<file path="src/rtl/rom_bus_ctrl.sv">
// -----------------------------------------------------------------------------
// rom_bus_ctrl
//   CPU-side access controller in front of a synchronous (1-clock registered
//   read) boot ROM. Decodes the 6502 address bus, drives the ROM CS_N/OE_N/A
//   pins, holds the CPU with RDY low while a ROM read is in flight, captures
//   the ROM byte into a CPU-facing register and pulses ACK for one cycle.
//
//   Access timeline (edge e0 = accepting edge, W = WAIT_STATES):
//     e0           IDLE   -> STROBE  ROM_A latched, strobes/RDY go low
//     e1           STROBE -> WAIT/CAPT  ROM registers mem[ROM_A]
//     e1..e1+W     WAIT   (W cycles)
//     e2+W         CAPT   -> DONE    CPU_DO <= ROM_DO, strobes/RDY high, ACK high
//     e3+W         DONE   -> IDLE    CPU samples ACK here
//   An accepted write goes IDLE -> DONE directly (ACK sampled one edge later).
//
// Ports
//   CLK       in   1           system clock, posedge
//   RESET_N   in   1           asynchronous active-low reset
//   CPU_A     in   16          CPU address
//   CPU_RW    in   1           1 = read, 0 = write
//   CPU_REQ   in   1           access request level
//   CPU_DO    out  DATA_WIDTH  registered read data
//   CPU_ACK   out  1           one-cycle completion pulse
//   CPU_RDY   out  1           low while a ROM read is in progress
//   HIT       out  1           combinational window decode of CPU_A
//   ROM_A     out  ADDR_WIDTH  registered ROM address
//   ROM_CS_N  out  1           ROM chip select, active low, registered
//   ROM_OE_N  out  1           ROM output enable, active low, registered
//   ROM_DO    in   DATA_WIDTH  ROM data
//   WR_ERR    out  1           sticky write-to-ROM flag
//   ERR_ADDR  out  16          address of the first offending write
//
// Configuration
//   ROM_BUS_CTRL_WRERR_EN  defined: accepted writes set WR_ERR (sticky) and the
//                          first one records its address in ERR_ADDR.
//                          undefined: WR_ERR / ERR_ADDR tied to zero.
//   WAIT_STATES is limited to 0..15 (4-bit hold counter).
// -----------------------------------------------------------------------------
module rom_bus_ctrl #(
  parameter int          ADDR_WIDTH  = 14,
  parameter int          DATA_WIDTH  = 8,
  parameter logic [15:0] BASE_ADDR   = 16'hC000,
  parameter int          WAIT_STATES = 0
) (
  input  logic                  CLK,
  input  logic                  RESET_N,
  input  logic [15:0]           CPU_A,
  input  logic                  CPU_RW,
  input  logic                  CPU_REQ,
  output logic [DATA_WIDTH-1:0] CPU_DO,
  output logic                  CPU_ACK,
  output logic                  CPU_RDY,
  output logic                  HIT,
  output logic [ADDR_WIDTH-1:0] ROM_A,
  output logic                  ROM_CS_N,
  output logic                  ROM_OE_N,
  input  logic [DATA_WIDTH-1:0] ROM_DO,
  output logic                  WR_ERR,
  output logic [15:0]           ERR_ADDR
);

  typedef enum logic [2:0] {
    IDLE   = 3'd0,
    STROBE = 3'd1,
    WAIT   = 3'd2,
    CAPT   = 3'd3,
    DONE   = 3'd4
  } state_t;

  // Counter reload value; guarded so WAIT_STATES == 0 never underflows.
  localparam logic [3:0] WS_LOAD = (WAIT_STATES > 0) ? 4'(WAIT_STATES - 1) : 4'd0;

  state_t                state_q, state_d;
  logic [3:0]            cnt_q, cnt_d;
  logic [ADDR_WIDTH-1:0] rom_a_q, rom_a_d;
  logic [DATA_WIDTH-1:0] do_q, do_d;
  logic                  ack_q, rdy_q, cs_n_q, oe_n_q;
  logic                  busy_d;

  // Window decode: upper address bits against the aligned base.
  assign HIT = (CPU_A[15:ADDR_WIDTH] == BASE_ADDR[15:ADDR_WIDTH]);

  // Next-state, hold counter, address latch and read-data capture.
  always_comb begin
    state_d = state_q;
    cnt_d   = cnt_q;
    rom_a_d = rom_a_q;
    do_d    = do_q;
    case (state_q)
      IDLE: begin
        if (CPU_REQ && HIT) begin
          if (CPU_RW) begin
            state_d = STROBE;
            rom_a_d = CPU_A[ADDR_WIDTH-1:0];
          end else begin
            // Writes to ROM complete without touching the ROM pins.
            state_d = DONE;
          end
        end else begin
          state_d = IDLE;
        end
      end
      STROBE: begin
        if (WAIT_STATES > 0) begin
          state_d = WAIT;
          cnt_d   = WS_LOAD;
        end else begin
          state_d = CAPT;
        end
      end
      WAIT: begin
        if (cnt_q == 4'd0) begin
          state_d = CAPT;
        end else begin
          cnt_d = cnt_q - 4'd1;
        end
      end
      CAPT: begin
        // ROM output was registered at the STROBE exit edge and is still
        // enabled here, so it is safe to capture on this exit edge.
        do_d    = ROM_DO;
        state_d = DONE;
      end
      DONE: begin
        // REQ deliberately ignored: the next access starts from IDLE.
        state_d = IDLE;
      end
      default: begin
        state_d = IDLE;
      end
    endcase
  end

  // Strobes and RDY are registered from the next state so they change on the
  // same edge as the state register.
  assign busy_d = (state_d == STROBE) || (state_d == WAIT) || (state_d == CAPT);

  // State, datapath and registered pin outputs.
  always_ff @(posedge CLK or negedge RESET_N) begin
    if (!RESET_N) begin
      state_q <= IDLE;
      cnt_q   <= 4'd0;
      rom_a_q <= '0;
      do_q    <= '0;
      ack_q   <= 1'b0;
      rdy_q   <= 1'b1;
      cs_n_q  <= 1'b1;
      oe_n_q  <= 1'b1;
    end else begin
      state_q <= state_d;
      cnt_q   <= cnt_d;
      rom_a_q <= rom_a_d;
      do_q    <= do_d;
      ack_q   <= (state_d == DONE);
      rdy_q   <= ~busy_d;
      cs_n_q  <= ~busy_d;
      oe_n_q  <= ~busy_d;
    end
  end

  assign CPU_DO   = do_q;
  assign CPU_ACK  = ack_q;
  assign CPU_RDY  = rdy_q;
  assign ROM_A    = rom_a_q;
  assign ROM_CS_N = cs_n_q;
  assign ROM_OE_N = oe_n_q;

`ifdef ROM_BUS_CTRL_WRERR_EN
  logic        wr_err_q, wr_err_d;
  logic [15:0] err_addr_q, err_addr_d;
  logic        wr_accept_s;

  assign wr_accept_s = (state_q == IDLE) && CPU_REQ && HIT && !CPU_RW;

  // Sticky error flag; only the first offending address is kept.
  always_comb begin
    wr_err_d   = wr_err_q;
    err_addr_d = err_addr_q;
    if (wr_accept_s) begin
      wr_err_d = 1'b1;
      if (!wr_err_q) begin
        err_addr_d = CPU_A;
      end else begin
        err_addr_d = err_addr_q;
      end
    end else begin
      wr_err_d = wr_err_q;
    end
  end

  // Error flag and address registers.
  always_ff @(posedge CLK or negedge RESET_N) begin
    if (!RESET_N) begin
      wr_err_q   <= 1'b0;
      err_addr_q <= 16'h0000;
    end else begin
      wr_err_q   <= wr_err_d;
      err_addr_q <= err_addr_d;
    end
  end

  assign WR_ERR   = wr_err_q;
  assign ERR_ADDR = err_addr_q;
`else
  assign WR_ERR   = 1'b0;
  assign ERR_ADDR = 16'h0000;
`endif

endmodule
</file>
<file path="config.mk">
export PLATFORM = sky130hd
export DESIGN_NAME = rom_bus_ctrl
export DESIGN_NICKNAME = d
export VERILOG_FILES = /design/src/rtl/rom_bus_ctrl.sv
export SDC_FILE = /design/constraint.sdc
export NUM_CORES = 1
export LEC_CHECK = 0
export CAP_MARGIN = 25
export CORE_UTILIZATION = 50
export CTS_BUF_LIST = sky130_fd_sc_hd__clkbuf_2 sky130_fd_sc_hd__clkbuf_4 sky130_fd_sc_hd__clkbuf_8
export DETAILED_ROUTE_END_ITERATION = 7
export DONT_BUFFER_PORTS = 1
export GPL_TIMING_DRIVEN = 0
export HOLD_SLACK_MARGIN = 0.06
export PLACE_DENSITY = 0.63
export SYNTH_ARGS = -nofsm -noshare
export SYNTH_HDL_FRONTEND = slang
export SYNTH_SLANG_ARGS = --single-unit
export TNS_END_PERCENT = 50
</file>
<file path="constraint.sdc">
create_clock -name CLK -period 3.3 [get_ports CLK]
set_input_delay 0.33 -clock CLK [delete_from_list [all_inputs] [get_ports CLK]]
set_output_delay 0.33 -clock CLK [all_outputs]
set_load 0.05 [all_outputs]
</file>
==> run summary <==
Critical Path AT = 1.30 ns
Sequential area share after synthesis = 53.8%
Synthesized area = 1450 sq um
Drt drc = 0
CTS tree = done
# IOs = 72
Status = completed
CP max FO = 3
CP max stage delay = 0.71 ns
Synth Area in Simple Gates = 8.83%
Hold path start = CPU_REQ
Delay-heaviest family, CP = flip-flops
Grt peak-use layer = met2
Fin crit share = 49.3%
Routability cong. = 0.691
Area Overhead vs Synth = 13.3%
Met2 Usage GRT = 25.8%
Worst Setup End Kind = output port
Clk slew on worst S/H paths = 0.09 ns
Die width = 55.8 um
Pwr per Cell Area = 1130 nW/um^2
Warning count from the yosys run = 0
Synth async-reset ratio = 100%
Worst Setup Start Kind = register
Vias per cell = 4.97
Buf/Inv on CP = 1
Area contributors post-synth = dfrtp_1, mux2_2, buf_4
Net Switching = 972 uW
Setup Fix Bufs, Post-CTS = 0
Post-route cell area = 1640 sq um
Max-cap viol count = 0
Dominant synthesized flop cell = dfrtp_1
Met1 Use GR = 17.7%
PostCTS Resize Cnt = 0
GRT met3 Usage = 6.98%
Full die area = 3110 sq um
CTS Buf Count = 5
Min cycle time layout = 1.63 ns
Placed Cells = 152
Sequential power share = 64.9%
Starting Density = 52.4%
Multiplexer area fraction after synthesis = 21.0%
Number of flops mapped to enable cells by yosys = 0
TNS Setup = 0 ns
Critical Path Start = ROM_OE_N
Finished Layout Cells = 162
Die span in y = 55.8 um
Yosys top cell by area = dfrtp_1
Largest net degree at the start of global routing = 32
CP max-delay cell = dfstp_2
Hold WC Path Type = input port to register
Switching Fraction = 52.4%
Initial drt markers = 5
Syn Area/Cell = 13.8 sq um
Setup violations, final = 0
Port buffer count = 0
Detailed Route WL = 2.24 mm
FF+latch count, synth = 31
Clk_skew = 0.0101 ns
Floorplan row count = 19
Ant diodes = 0
Post-synth top cells = dfrtp_1, buf_4, mux2_2
P_int = 883 uW
Post-DP HPWL = 1.66 mm
Root Buffer = clkbuf_4
RSZ-0062 raised after global routing = false
Post-place instance area = 1540 sq um
Overall Global Routing Usage = 15.8%
Slew Viols, Final = 0
Fmax = 615 MHz
Vias in the first global route = 803
Max IR drop VDD = 0.000934 V
Combinational group share of total power = 22.7%
Clk network pwr share = 12.4%
Crit path cell chain = buf_4
Critical path type = register to output port
DRT antenna net count = 0
Xor and xnor fraction of the mapped netlist area = 0.606%
Synth Area in Adders = 0.866%
Synth Area in Compound Gates = 2.60%
Final Hold Fails = 0
Initial antenna violation count = 0
CP required = 2.97 ns
Top-area cell type share of the netlist area = 51.9%
Fraction of layout cells with a size suffix above 1 = 45.0%
Post-Synthesis Cells = 105
DR WL/cell = 13.8 um
Final Net Count = 159
Distinct cells, synth = 28
Num Clock Sinks = 31
Drt pass-1 iters = 3
Via count = 805
Reg-to-reg critical path startpoint = state_q[2]
First-pass GRT wire length = 3.68 mm
Clock buffer depth = 2
Clock Latency Late Sink = 0.32 ns
Most instantiated library cell after synthesis = dfrtp_1
Main combinational cell family by area after synthesis = multiplexers
Grt ovf = 0
Leak = 0.000839 uW
H-tree depth = 2
Core area = 2760 sq um
## power by group through the flow
stage          Combinational (uW)  Sequential [uW]  Clock (uW)
2_1_floorplan                 383             1180           0
3_3_place_gp                  402             1210           0
3_5_place_dp                  411             1220           0
4_1_cts                       425             1210         242
5_1_grt                       456             1220         254
6_report                      421             1200         231
## final timing paths
kind	end	slack, ns	depth (start not counted)
hold reg to reg	cnt_q[1]	0.58	2
hold / removal	ROM_OE_N	0.08	1
max in group asynchronous	ROM_OE_N	2.61	2
setup reg to reg	ROM_A[7]	1.68	4
setup / recovery	ROM_CS_N	1.67	1
min in group asynchronous	state_q[1]	0.46	2
## cells in the final DEF, fill, tap and decap left out, types with 2 or more instances in the layout
cell	instances
buf_4	19
a21oi_1	2
dfrtp_1	30
inv_1	3
conb_1	17
nand2_1	3
nand2b_1	3
nor2_1	2
clkbuf_4	6
mux2_4	9
buf_2	2
mux2_2	14
## cells by family after synthesis
| family | count (synthesis) |
|---|---|
| and+or+nand+nor | 16 |
| DFF | 31 |
| muxes | 24 |
| AOI/OAI and AO/OA | 6 |
| adders and majority gates | 1 |
| buffers and inverters | 25 |
| other | 1 |
| xor gates and xnor gates | 1 |
## cell type report
class                   instances  area [sq um]
fillers                       241          1120
flip-flops and latches         31           777
multi-input cells              65           553
plain buffers                  22           164
clock buffers                   7          58.8
well taps                      31          38.8
repair buffers                  2          30.0
inverters                       3          11.3
clock inverters                 1          5.00
## metrics by stage
stage / hold slack, ns / setup WS (ns) / total power [uW] / util [%]
3_5_place_dp: 0.0350 / 1.70 / 1630 / 56.0
5_1_grt: 0.0614 / 1.59 / 1930 / 59.4
4_1_cts: 0.0642 / 1.66 / 1870 / 59.4
6_report: 0.0800 / 1.67 / 1860 / 59.4
2_1_floorplan: 0.0344 / 1.81 / 1560 / -
3_3_place_gp: 0.0352 / 1.72 / 1610 / 56.0
## layer usage
metal	part of all wire, %	vias up
met2	50	53
met4	0.76	0
li1	-	372
met5	0	-
met3	13	3
met1	36	377
## flip-flops by register name (all words and copies together), names as in the netlist
signal and count:
state_q 3, CPU_ACK 1, cnt_q 4, CPU_DO 8, ROM_OE_N 1, ROM_A 14
## timing repair
action,4_1_cts,5_1_grt
hold buffers,2,0
hold endpoints to repair,31,0
setup endpoints to repair,0,0
No activity file was read; power rests on OpenSTA's default activity.
